**config.mk**
```make
export PLATFORM = sky130hd
export DESIGN_NAME = hamming_secded_stream_decoder_flat
export DESIGN_NICKNAME = d
export VERILOG_FILES = /design/src/rtl/hamming_secded_stream_decoder_pkg.sv /design/src/rtl/hamming_secded_stream_decoder_if.sv /design/src/rtl/hamming_secded_stream_decoder_syndrome.sv /design/src/rtl/hamming_secded_stream_decoder.sv /design/src/flat_wrapper.sv
export SDC_FILE = /design/constraint.sdc
export NUM_CORES = 1
export LEC_CHECK = 0
export CORE_ASPECT_RATIO = 0.9
export CORE_MARGIN = 5
export CORE_UTILIZATION = 55
export DETAILED_ROUTE_END_ITERATION = 8
export PLACE_DENSITY = 0.84
export SLEW_MARGIN = 20
export SYNTH_ARGS = -nofsm -noshare
export SYNTH_HDL_FRONTEND = slang
export SYNTH_HIERARCHICAL = 1
export SYNTH_SLANG_ARGS = --single-unit
export TNS_END_PERCENT = 30
```
**constraint.sdc**
```tcl
create_clock -name clk -period 3.2 [get_ports clk]
set_input_delay 0.32 -clock clk [delete_from_list [all_inputs] [get_ports clk]]
set_output_delay 0.32 -clock clk [all_outputs]
set_load 0.02 [all_outputs]
```
**src/rtl/hamming_secded_stream_decoder_pkg.sv**
```systemverilog
`default_nettype none
// +--------------------------------------------------------------------------+
// | hamming_pkg                                                              |
// | Shared helpers for the parametrised Hamming SECDED codec: parity-width   |
// | derivation, codeword position mapping and error-class encodings.         |
// | Revision: 1.0 - initial parametrised release                             |
// +--------------------------------------------------------------------------+
package hamming_pkg;

  // Error classes reported by the decoder.
  localparam logic [1:0] CLEAN  = 2'd0;
  localparam logic [1:0] SINGLE = 2'd1;
  localparam logic [1:0] DOUBLE = 2'd2;

  // Smallest R such that 2^R >= data_w + R + 1.
  function automatic int par_w(input int data_w);
    int r;
    r = 1;
    while ((1 << r) < (data_w + r + 1)) r = r + 1;
    return r;
  endfunction

  function automatic bit is_pow2(input int pos);
    return (pos > 0) && ((pos & (pos - 1)) == 0);
  endfunction

  // Code position (1-based) of data bit i: the (i+1)-th non-power-of-two.
  function automatic int data_pos(input int i);
    int pos;
    int seen;
    pos  = 0;
    seen = 0;
    while (seen <= i) begin
      pos = pos + 1;
      if (!is_pow2(pos)) seen = seen + 1;
    end
    return pos;
  endfunction

endpackage
`default_nettype wire

```
**src/rtl/hamming_secded_stream_decoder_if.sv**
```systemverilog
`default_nettype none
// +--------------------------------------------------------------------------+
// | hamming_secded_stream_decoder_if                                         |
// | Stream bundle of the SECDED decoder: codeword input (s_*, correct_en)    |
// | and decoded-word output (m_*).                                           |
// |   slave  : decoder side (consumes codewords, produces decoded words)     |
// |   master : environment side (deframer source + FIFO sink)                |
// | Revision: 1.0 - initial parametrised release                             |
// +--------------------------------------------------------------------------+
interface hamming_secded_stream_decoder_if
  import hamming_pkg::*;
#(
  parameter int DATA_W = 8,
  parameter int PAR_W  = par_w(DATA_W),
  parameter int CODE_W = DATA_W + PAR_W + 1
) ();

  logic              s_valid;
  logic              s_ready;
  logic [CODE_W-1:0] s_code;
  logic              correct_en;

  logic              m_valid;
  logic              m_ready;
  logic [DATA_W-1:0] m_data;
  logic              m_single;
  logic              m_double;
  logic [PAR_W-1:0]  m_syndrome;

  modport slave (
    input  s_valid, s_code, correct_en, m_ready,
    output s_ready, m_valid, m_data, m_single, m_double, m_syndrome
  );

  modport master (
    output s_valid, s_code, correct_en, m_ready,
    input  s_ready, m_valid, m_data, m_single, m_double, m_syndrome
  );

endinterface
`default_nettype wire

```
**src/rtl/hamming_secded_stream_decoder_syndrome.sv**
```systemverilog
`default_nettype none
// +--------------------------------------------------------------------------+
// | hamming_syndrome                                                         |
// | Combinational syndrome and overall-parity computation.                   |
// |   code     in  CODE_W : received codeword (position p at code[p-1])      |
// |   syndrome out PAR_W  : bit k = XOR of positions with index bit k set    |
// |   ov       out 1      : XOR of all CODE_W bits                            |
// | Revision: 1.0 - initial parametrised release                             |
// +--------------------------------------------------------------------------+
module hamming_syndrome
  import hamming_pkg::*;
#(
  parameter int DATA_W = 8,
  parameter int PAR_W  = par_w(DATA_W),
  parameter int CODE_W = DATA_W + PAR_W + 1
) (
  input  logic [CODE_W-1:0] code,
  output logic [PAR_W-1:0]  syndrome,
  output logic              ov
);

  localparam int N = DATA_W + PAR_W;

  always_comb begin
    syndrome = '0;
    for (int k = 0; k < PAR_W; k++) begin
      for (int p = 1; p <= N; p++) begin
        if (((p >> k) & 1) == 1) syndrome[k] = syndrome[k] ^ code[p-1];
      end
    end
    ov = ^code;
  end

endmodule
`default_nettype wire

```
**src/rtl/hamming_secded_stream_decoder.sv**
```systemverilog
`default_nettype none
// +--------------------------------------------------------------------------+
// | hamming_secded_stream_decoder                                            |
// | Two-stage pipelined Hamming SECDED decoder with valid/ready streaming,   |
// | runtime detect-only mode and saturating error counters.                  |
// |   clk, rst_n   : clock (rising edge), async active-low reset             |
// |   bus (slave)  : s_valid/s_ready/s_code/correct_en in,                   |
// |                  m_valid/m_ready/m_data/m_single/m_double/m_syndrome out |
// |   cnt_clr      : synchronous clear of both counters (beats increments)   |
// |   sec_cnt      : saturating count of delivered words with m_single       |
// |   ded_cnt      : saturating count of delivered words with m_double       |
// | Revision: 1.0 - initial parametrised release                             |
// +--------------------------------------------------------------------------+
module hamming_secded_stream_decoder
  import hamming_pkg::*;
#(
  parameter int DATA_W = 8,
  parameter int PAR_W  = par_w(DATA_W),
  parameter int CODE_W = DATA_W + PAR_W + 1,
  parameter int CNT_W  = 16
) (
  input  logic                  clk,
  input  logic                  rst_n,
  hamming_secded_stream_decoder_if.slave bus,
  input  logic                  cnt_clr,
  output logic [CNT_W-1:0]      sec_cnt,
  output logic [CNT_W-1:0]      ded_cnt
);

  localparam int               N       = DATA_W + PAR_W;
  localparam logic [PAR_W-1:0] N_SYN   = PAR_W'(N);
  localparam logic [CNT_W-1:0] CNT_MAX = '1;

  // Global advance: both stages move together, so bubbles are kept.
  logic en;
  assign en          = !bus.m_valid || bus.m_ready;
  assign bus.s_ready = en;

  // Stage 1 combinational syndrome
  logic [PAR_W-1:0] syn_w;
  logic             ov_w;

  hamming_syndrome #(
    .DATA_W (DATA_W),
    .PAR_W  (PAR_W),
    .CODE_W (CODE_W)
  ) u_syndrome (
    .code     (bus.s_code),
    .syndrome (syn_w),
    .ov       (ov_w)
  );

  // Stage 1 registers
  logic              s1_valid;
  logic [CODE_W-1:0] s1_code;
  logic [PAR_W-1:0]  s1_syn;
  logic              s1_ov;
  logic              s1_cen;

  // Stage 2 classification
  logic [1:0]        err_class;
  logic              flip;
  logic [DATA_W-1:0] corr_data;

  always_comb begin
    err_class = CLEAN;
    flip      = 1'b0;
    if (s1_syn == '0) begin
      err_class = s1_ov ? SINGLE : CLEAN;
    end else if (!s1_ov || (s1_syn > N_SYN)) begin
      // Even error count, or an odd count that points outside the word.
      err_class = DOUBLE;
    end else begin
      err_class = SINGLE;
      flip      = s1_cen;
    end
  end

  // A flipped parity position never reaches the data, so correction only
  // needs to be applied on the data positions.
  for (genvar i = 0; i < DATA_W; i++) begin : g_extract
    localparam int POS = data_pos(i);
    assign corr_data[i] = s1_code[POS-1] ^ (flip && (s1_syn == PAR_W'(POS)));
  end

  // Parity positions and the overall bit are only consumed by the syndrome.
  logic unused_code_bits;
  assign unused_code_bits = ^s1_code;

  always_ff @(posedge clk or negedge rst_n) begin
    if (!rst_n) begin
      s1_valid       <= 1'b0;
      s1_code        <= '0;
      s1_syn         <= '0;
      s1_ov          <= 1'b0;
      s1_cen         <= 1'b0;
      bus.m_valid    <= 1'b0;
      bus.m_data     <= '0;
      bus.m_single   <= 1'b0;
      bus.m_double   <= 1'b0;
      bus.m_syndrome <= '0;
    end else if (en) begin
      s1_valid    <= bus.s_valid;
      bus.m_valid <= s1_valid;
      if (bus.s_valid) begin
        s1_code <= bus.s_code;
        s1_syn  <= syn_w;
        s1_ov   <= ov_w;
        s1_cen  <= bus.correct_en;
      end
      if (s1_valid) begin
        bus.m_data     <= corr_data;
        bus.m_single   <= (err_class == SINGLE);
        bus.m_double   <= (err_class == DOUBLE);
        bus.m_syndrome <= s1_syn;
      end
    end
  end

  // Counters track words as they leave the block.
  logic xfer;
  assign xfer = bus.m_valid && bus.m_ready;

  always_ff @(posedge clk or negedge rst_n) begin
    if (!rst_n) begin
      sec_cnt <= '0;
      ded_cnt <= '0;
    end else if (cnt_clr) begin
      sec_cnt <= '0;
      ded_cnt <= '0;
    end else if (xfer) begin
      if (bus.m_single && (sec_cnt != CNT_MAX)) sec_cnt <= sec_cnt + 1'b1;
      if (bus.m_double && (ded_cnt != CNT_MAX)) ded_cnt <= ded_cnt + 1'b1;
    end
  end

endmodule
`default_nettype wire

```
**src/flat_wrapper.sv**
```systemverilog
// flat-port wrapper written by rule: the top's interface ports become plain ports
module hamming_secded_stream_decoder_flat import hamming_pkg::*;
#(
  parameter int DATA_W = 8,
  parameter int PAR_W  = par_w(DATA_W),
  parameter int CODE_W = DATA_W + PAR_W + 1,
  parameter int CNT_W  = 16
)
  (clk, rst_n, cnt_clr, sec_cnt, ded_cnt, bus_s_valid, bus_s_code, bus_correct_en, bus_m_ready, bus_s_ready, bus_m_valid, bus_m_data, bus_m_single, bus_m_double, bus_m_syndrome);
  hamming_secded_stream_decoder_if #(.DATA_W(DATA_W), .PAR_W(PAR_W), .CODE_W(CODE_W)) bus_i ();
  input  logic clk;
  input  logic rst_n;
  input  logic cnt_clr;
  output logic [CNT_W-1:0] sec_cnt;
  output logic [CNT_W-1:0] ded_cnt;
  input wire logic [$bits(bus_i.s_valid)-1:0] bus_s_valid;
  input wire logic [$bits(bus_i.s_code)-1:0] bus_s_code;
  input wire logic [$bits(bus_i.correct_en)-1:0] bus_correct_en;
  input wire logic [$bits(bus_i.m_ready)-1:0] bus_m_ready;
  output wire logic [$bits(bus_i.s_ready)-1:0] bus_s_ready;
  output wire logic [$bits(bus_i.m_valid)-1:0] bus_m_valid;
  output wire logic [$bits(bus_i.m_data)-1:0] bus_m_data;
  output wire logic [$bits(bus_i.m_single)-1:0] bus_m_single;
  output wire logic [$bits(bus_i.m_double)-1:0] bus_m_double;
  output wire logic [$bits(bus_i.m_syndrome)-1:0] bus_m_syndrome;
  assign bus_i.s_valid = bus_s_valid;
  assign bus_i.s_code = bus_s_code;
  assign bus_i.correct_en = bus_correct_en;
  assign bus_i.m_ready = bus_m_ready;
  assign bus_s_ready = bus_i.s_ready;
  assign bus_m_valid = bus_i.m_valid;
  assign bus_m_data = bus_i.m_data;
  assign bus_m_single = bus_i.m_single;
  assign bus_m_double = bus_i.m_double;
  assign bus_m_syndrome = bus_i.m_syndrome;
  hamming_secded_stream_decoder #(.DATA_W(DATA_W), .PAR_W(PAR_W), .CODE_W(CODE_W), .CNT_W(CNT_W)) u_core (.clk(clk), .rst_n(rst_n), .bus(bus_i), .cnt_clr(cnt_clr), .sec_cnt(sec_cnt), .ded_cnt(ded_cnt));
endmodule
```
### Yosys cells after proc, flatten, opt, wreduce, memory -nomap -nowiden

Index checks and enable logic that the tools add are counted.

* input bits: 19
* bits in registers: 66
* word-level logic and storage cells: 88

* add/sub/neg operators: 2
* eq/ne operators: 12
* $lt $le $gt $ge: 1
* reduce and logical (&&, ||, !) cells: 24
* bitwise gates (word level): 26
* muxes and demuxes: 11

Operator list (count)
* 16-bit two-way mux: 6
* 16-bit by 1-bit adder with 16-bit output, second input constant: 2
* 16-bit != test, second input constant: 2
* 1-bit XOR: 26
* 4-bit == test, second input constant: 4
* 13-bit parity: 1
* 4-bit by 3-bit == test with 1-bit output, second input constant: 3
* 1-bit logical AND: 11
* 2-bit AND reduction: 4
* 2-bit nonzero test: 3
* 4-bit by 2-bit == test with 1-bit output, second input constant: 1
* 4-bit > comparator, second input constant: 1
* 4-bit zero test: 1
* 2-bit two-way mux: 2
* 1-bit two-way mux: 3
* 2-bit by 1-bit == test with 1-bit output, second input constant: 1
* 2-bit == test, second input constant: 1
* 1-bit zero test: 2
* 1-bit logical OR: 2

### Logic depth before layout (Yosys ltp)

Gate-level depths: netlist (run 1).

* depth in word-level cells: 6
* gate-level depth with buffers: 6
* mapped depth without buffers: 5

### Modules after synthesis

Netlist (run 1), hierarchy kept.

By module, submodules not included
* hamming_secded_stream_decoder: cells each 307, area an instance 3071.7 um2, instances 1
* hamming_syndrome: cells each 17, area an instance 206.4 um2, instances 1

### Worst setup path before layout (run 1)

Ideal clock, no wire load.

* kind: reg2reg
* start: reg u_core.sec_cnt[0]
* end: reg u_core.sec_cnt[12]
* setup time: 0.078 ns
* stages on the path, launching flop included: 7
* path slack: 1.129 ns
* arrival time: 1.994 ns
* required time: 3.122 ns
* period minus slack after synthesis: 2.071 ns
* cell sequence: dfrtp_1 ha_1 nand2_1 or4_1 buf_2 or4_1 a21oi_1

* longest elaborated chain between the ends: 4
* elaborated cells on any way between the ends: 8

RTL lines
* from (decl): RTL line hamming_secded_stream_decoder.sv:26 `output logic [CNT_W-1:0] sec_cnt,`
* from (signal assigned): RTL line hamming_secded_stream_decoder.sv:132 `if (bus.m_single && (sec_cnt != CNT_MAX)) sec_cnt <= sec_cnt + 1'b1;`
* 16-bit by 1-bit adder with 16-bit output / 16-bit != test (equally long branches): RTL line hamming_secded_stream_decoder.sv:132
* 16-bit two-way mux / 1-bit logical AND (equally long branches): RTL line hamming_secded_stream_decoder.sv:132
* 16-bit two-way mux / 2-bit nonzero test (equally long branches)
* 16-bit two-way mux / 2-bit AND reduction (equally long branches)

Several ways; a longest one is shown, not always the timed one. The select of a mux whose other input is x is not followed.
A chain may end at the register's enable or synchronous reset.

### Worst setup path in the final report (run 1)

* start: reg u_core.ded_cnt[10]
* end: reg u_core.ded_cnt[5]

* longest elaborated chain between the ends: 4

RTL lines
* from (decl): RTL line hamming_secded_stream_decoder.sv:27 `output logic [CNT_W-1:0] ded_cnt`
* from (signal assigned): RTL line hamming_secded_stream_decoder.sv:133 `if (bus.m_double && (ded_cnt != CNT_MAX)) ded_cnt <= ded_cnt + 1'b1;`
* 16-bit != test: RTL line hamming_secded_stream_decoder.sv:133
* 1-bit logical AND: RTL line hamming_secded_stream_decoder.sv:133
* 2-bit nonzero test (no source line)
* 2-bit AND reduction (no source line)

Every way passes these cells.

==> impl_metrics.toml, run 1 <==
[clock_tree]
cts.repair_timing.setup_buffer_count = 0
quantity_of_hold_fixing_buffers_added_after_cts = 0
cts_root_buf = "sky130_fd_sc_hd__clkbuf_8"
clk_pin_slew_ns = 0.07
clkSinkCount = 62
cts.repair.resized = 0
cts_max_level = 3
cts_inserted_buffers = 9
clk_path_buf_depth = 2
worstSkewPairLatency_ns = 0.34
clock_tree_from_tritoncts = "done"

[final_layout]
syn_to_final_growth_pct = 29.4
fillerInstances = 400
stdcell_count = 465
finish.utilization_pct = 74.1
stdcell_area_um2 = 4240
finalNetCount = 411
sequential_cell_area_um2 = 1550
final_layout_size_suffix_gt1_share_pct = 12.7
area_of_combinational_cells_with_multiple_inputs_um2 = 1650
diodes = 0

[sta]
final_min_period_over_clock_period_pct = 71.5
worst_slew_pin_slew_ns = 0.929
timing.final.hold_violations = 0
maxSlewHeadroom_pct = 37.5
final-max-slew-violation-count = 0
totalNegativeSetupSlack_ns = 0
final_period_minus_worst_setup_slack_ns = 2.29
clock.fmax_ghz = 0.437
unrepaired_setup_endpoints_after_global_routing = "false"
setup_viol = 0
final.setup_skew_ns = 0.00538

[job]
maxcap_viol_count = 0

[detailed_routing]
drt_first_pass_iters = 5
via_count = 2823
routed_wire_length_per_instance_um = 17.1
vias_per_cell = 6.07
detailed_route_wl_um = 7950
drtAntennaViolNets = 0
drt_iter0_drc = 184
drc_markers = 0

[power]
p_leak_nw = 1.66
p_per_area_nw_per_um2 = 605
finalPower_mw = 2.57
worst_supply_voltage_drop_on_vdd_mv = 0.553

[setup_path]
worst-r2r-cell-count = 4
timing.setup.critical_path_class = "flop to flop"
worst_setup_path_end_kind = "flop"
regToRegStartpoint = "u_core/ded_cnt[10]"
crit_path_max_fanout = 7
critical_path_slowest_stage_cell = "sky130_fd_sc_hd__nor4_1"
worst_ep_required_time_ns = 3.43
worst_path_largest_cell_delay_ns = 0.87
critPathArrivalTime_ns = 2.51
ff_to_ff_end = "u_core/ded_cnt[5]"
register_to_register_setup_slack_ns = 0.91
critical_path.cell_chain = "nand4_1, nor4_1, a21oi_1, mux2_2"
critical_path.startpoint_type = "flop"

[synthesis]
number_of_synthesized_flops_with_an_enable_pin = 0
synth.top_cells.by_area = "sky130_fd_sc_hd__dfrtp_1, sky130_fd_sc_hd__mux2_2, sky130_fd_sc_hd__xnor2_1"
synthesis.nets = 345
synth_top_cell_by_area = "sky130_fd_sc_hd__dfrtp_1"
synth.ff_latch_count = 62
syn-cell-area_um2 = 3280
postSynth.asyncResetShare_pct = 100
synth.yosys.seq_area_share_pct = 47.3
synthFlopType = "sky130_fd_sc_hd__dfrtp_1"
commonest_cells_in_the_synthesized_netlist = "sky130_fd_sc_hd__dfrtp_1, sky130_fd_sc_hd__nand2_1, sky130_fd_sc_hd__mux2_2"
syn_avg_cell_area_um2 = 10.1
synth_top_area_share_pct = 47.3
post-synth-top-count-cell = "sky130_fd_sc_hd__dfrtp_1"
ys_types = 40
syn-instance-count = 324
synth-warning-count = 6

[grt]
grtUsageTotal_pct = 20.9
global_route.overflow_total = 0
grt_pass1_wl_um = 13200
grt_antenna_before_repair = 0
grt_start_max_net_pins = 44
vias_in_the_first_global_route = 2712

[die]
die_width_um = 91.4
die_height_um = 83.2
floorplan.initialDensity_pct = 57.3
placementRows = 26
fp.coreArea_um2 = 5730
i_o_pin_count = 67
overall_die_area_um2 = 7610

[placed_design]
port_buffers = 66
post-place-cells = 449
placed_cell_area_um2 = 3990
dp_hpwl_um = 5580
place.gp.congestion = 0.836

[run_status]
status = "finished, final reports clean"

[min_path]
hp-class = "primary input to async pin"
[per-stage QoR]
step           setup slack, ns  hold slack (ns)
6_report                 0.911            0.113
5_1_grt                  0.758            0.195
4_1_cts                  0.955            0.147
3_5_place_dp             0.722            0.454
3_3_place_gp             0.813            0.462
2_1_floorplan             1.13           0.0244
[power by group]
group	switching [mW]	internal, mW	total [mW]
combinational	0.322	0.329	0.652
sequential	0.133	0.912	1.05
clock	0.309	0.560	0.869
total	0.765	1.80	2.57
[flip-flops by register name, indices dropped and copies added, names as in the netlist]
signal and cells:
u_core/s1_cen 1, u_core/sec_cnt 16, u_core/ded_cnt 16, u_core/bus.m_double 1, u_core/bus.m_syndrome 4, u_core/s1_code 8
u_core/bus.m_single 1, u_core/bus.m_valid 1, u_core/s1_valid 1, u_core/s1_syn 4, u_core/bus.m_data 8, u_core/s1_ov 1
[cells in the final DEF (no fill, tap or decap), drive strengths merged, types with 6 or more instances in the layout]
cell / instances
clkdlybuf4s50: 65
dfrtp: 62
nand2: 33
mux2: 24
o21ai: 21
nor2: 20
xnor2: 20
a21oi: 17
nand3: 14
clkbuf: 11
or4: 10
nand4: 9
nor3: 7
nor4: 7
nor2b: 7
o31ai: 7
or3: 7
inv: 6
[final cells by class]
| type | count | share of cell area [%] |
|---|---|---|
| clock buffers | 11 | 3.57 |
| clock inverters | 5 | 2.48 |
| multi-input cells | 243 | 39.0 |
| inverters | 6 | 0.531 |
| flip-flops and latches | 62 | 36.6 |
| well taps | 70 | 2.06 |
| repair buffers | 68 | 15.8 |
[kinds of logic after synthesis]
family,share of synthesized area (%)
simple gates,20.3
compound gates,12.1
flops,47.3
mux,8.86
xor+xnor,8.44
buf+inv,2.21
fa+ha+maj,0.763
[worst max path at each step]
stage | start | end | cells after the start
2_1_floorplan | u_core/sec_cnt[0] | u_core/sec_cnt[12] | 6
3_3_place_gp | bus_m_ready | u_core/sec_cnt[12] | 5
3_5_place_dp | bus_m_ready | u_core/sec_cnt[12] | 5
4_1_cts | u_core/ded_cnt[10] | u_core/ded_cnt[5] | 4
5_1_grt | u_core/ded_cnt[10] | u_core/ded_cnt[9] | 4
6_report | u_core/ded_cnt[10] | u_core/ded_cnt[5] | 4
[worst max-delay path, delay by kind of cell, from the launching register on]
kind / cells / cell delay (ns)
and+or+nand+nor: 2 / 1.16
DFF: 1 / 0.48
AOI/OAI and AO/OA: 1 / 0.22
muxes: 1 / 0.31
[per-layer routing]
metal  track usage (%)  routed length (um)  up-vias
met3              5.88                 601        4
met1              27.5                3290     1381
met2              34.4                4030      113
li1                  -                   -     1325
met4              4.67                  31        0
met5                 0                   0        -
Power figures use the tool's default switching activity.
==> run 2, diff against run 1 <==
Settings changed: CORE_UTILIZATION 55 to 46, PLACE_DENSITY 0.84 to 0.75.
Clock period 3.2 ns to 1.9 ns, I/O delays scaled along.
==> run 2 against run 1 <==
Critical path depth did not move. Sequential cell count is the same. Core utilization decreased by 8.1 points. Clock power is 57% higher. Clock skew barely moved. Design area increased by 9.0%. Register-to-register slack got worse by 0.82 ns. Clock-buffer cell count grew 2. Highest routed layer unchanged. Sequential share of layout area down 2.9 points. Via count is 3.7% higher. Setup slack got worse by 0.84 ns. Power rose by 66%.
==> impl_metrics.toml, run 2 (same netlist as run 1, synthesis figures left out) <==
[final_layout]
syn_to_final_growth_pct = 41.1
layout.cells.most_common_list = "sky130_fd_sc_hd__clkdlybuf4s50_1, sky130_fd_sc_hd__dfrtp_1, sky130_fd_sc_hd__buf_4, sky130_fd_sc_hd__nand2_1, sky130_fd_sc_hd__mux2_2"
final_layout_size_suffix_gt1_share_pct = 22.6
layout_top_registers = "u_core/ded_cnt: 16 flops, u_core/sec_cnt: 16 flops"
layout_commonest_cell = "sky130_fd_sc_hd__clkdlybuf4s50_1"
fillerInstances = 565
finish.utilization_pct = 66.0
diodes = 0
stdcell_area_um2 = 4620
finalNetCount = 454

[sta]
final_min_period_over_clock_period_pct = 96.5
maxSlewHeadroom_pct = 69.7
setup_viol = 0
worst_slew_pin_slew_ns = 0.451
final.setup_skew_ns = 0.00538
totalNegativeSetupSlack_ns = 0
final-max-slew-violation-count = 0
unrepaired_setup_endpoints_after_global_routing = "true"
final_period_minus_worst_setup_slack_ns = 1.83
timing.final.hold_violations = 0
hold_ws_ns = 0.387
clock.fmax_ghz = 0.546

[power]
seq_power_share_pct = 41.3
finalPower_mw = 4.26
switching_share_pct = 29.7
net-switching-power_mw = 1.27
p_leak_nw = 1.88
clkPwrFrac_pct = 31.9
p_per_area_nw_per_um2 = 921
worst_supply_voltage_drop_on_vdd_mv = 0.673
combinationalPowerShare_pct = 26.8
power.internal_mw = 2.99

[grt]
grt_pass1_wl_um = 13400
grt_antenna_before_repair = 0
vias_in_the_first_global_route = 2906
grtUsageTotal_pct = 18.4
global_route.overflow_total = 0
grt_start_max_net_pins = 63

[clock_tree]
cts_max_level = 3
cts_root_buf = "sky130_fd_sc_hd__clkbuf_8"
clk_pin_slew_ns = 0.07
cts_inserted_buffers = 9
clk_path_buf_depth = 2
worstSkewPairLatency_ns = 0.34
cts.repair_timing.setup_buffer_count = 0
clkSinkCount = 62
clock_tree_from_tritoncts = "done"

[die]
floorplan.initialDensity_pct = 46.8
i_o_pin_count = 67
die_height_um = 90.1
die_width_um = 99.0
placementRows = 29
fp.coreArea_um2 = 7000
overall_die_area_um2 = 8920

[placed_design]
port_buffers = 66
placed_cell_area_um2 = 4380
place.gp.congestion = 0.836
dp_hpwl_um = 5890

[min_path]
hp-class = "primary input to async pin"

[setup_path]
critical_path.startpoint_type = "primary input"
regToRegStartpoint = "u_core/sec_cnt[0]"
worst-r2r-cell-count = 5
timing.setup.critical_path_class = "primary input to primary output"
worst_setup_path_end_kind = "primary output"
critPathArrivalTime_ns = 1.64
ff_to_ff_end = "u_core/sec_cnt[15]"
register_to_register_setup_slack_ns = 0.09
crit_path_max_fanout = 5
worst_ep_required_time_ns = 1.71

[detailed_routing]
routed_wire_length_per_instance_um = 15.2
detailed_route_wl_um = 8060
drt_first_pass_iters = 4
via_count = 2928
drtAntennaViolNets = 0
drc_markers = 0
vias_per_cell = 5.51
drt_iter0_drc = 153

[run_status]
status = "finished, final reports clean"

[job]
maxcap_viol_count = 0
[run 2: stage by stage]
stage | setup WS [ns] | std cells
floorplan | -0.0202 | 324
global placement | -0.161 | 514
detailed placement | -0.192 | 514
CTS | 0.00149 | 531
global route | -0.0206 | 531
finish | 0.0669 | 531
[run 2: area by class of cell]
class	count	area, um2	area share (%)
Tap cell	93	116	2.52
Timing Repair Buffer	111	1020	22.1
Sequential cell	62	1560	33.7
Clock buffer	13	169	3.65
Multi-Input combinational cell	243	1670	36.2
Inverter	6	22.5	0.487
Clock inverter	3	65.1	1.41
[run 2: what timing repair did]
action	CTS	global route
hold endpoints to repair	62	0
endpoints found under the setup margin	0	5
resized for setup	0	1
hold buffers	1	0
[run 2: layer usage]
| metal | GRT usage (%) | share of wire, % | routed length (um) | vias up |
|---|---|---|---|---|
| met1 | 22.3 | 42 | 3420 | 1426 |
| met4 | 4.32 | 1.1 | 86 | 0 |
| met2 | 31.4 | 51 | 4080 | 76 |
| li1 | - | - | - | 1416 |
| met3 | 6.19 | 5.9 | 473 | 10 |
| met5 | 0 | 0 | 0 | - |
[run 2: power groups by stage]
stage	combinational, mW	clock [mW]	sequential, mW
6_report	1.14	1.36	1.76
5_1_grt	1.23	1.45	1.78
3_5_place_dp	1.15	0	1.78
4_1_cts	1.16	1.38	1.76
3_3_place_gp	1.13	0	1.77
2_1_floorplan	0.506	0	1.87
[run 2: worst max path at each step]
stage,from,end
finish,bus_m_ready,bus_s_ready
global route,u_core/ded_cnt[0],u_core/ded_cnt[2]
CTS,u_core/sec_cnt[1],u_core/sec_cnt[14]
detailed placement,bus_m_ready,u_core/sec_cnt[14]
global placement,bus_m_ready,u_core/sec_cnt[14]
floorplan,u_core/sec_cnt[1],u_core/sec_cnt[14]
[run 2: critical path: stages]
cell                              delay, ns
sky130_fd_sc_hd__clkdlybuf4s50_1       0.49
sky130_fd_sc_hd__buf_4                 0.13
sky130_fd_sc_hd__nand2b_1              0.19
sky130_fd_sc_hd__clkdlybuf4s50_1       0.63
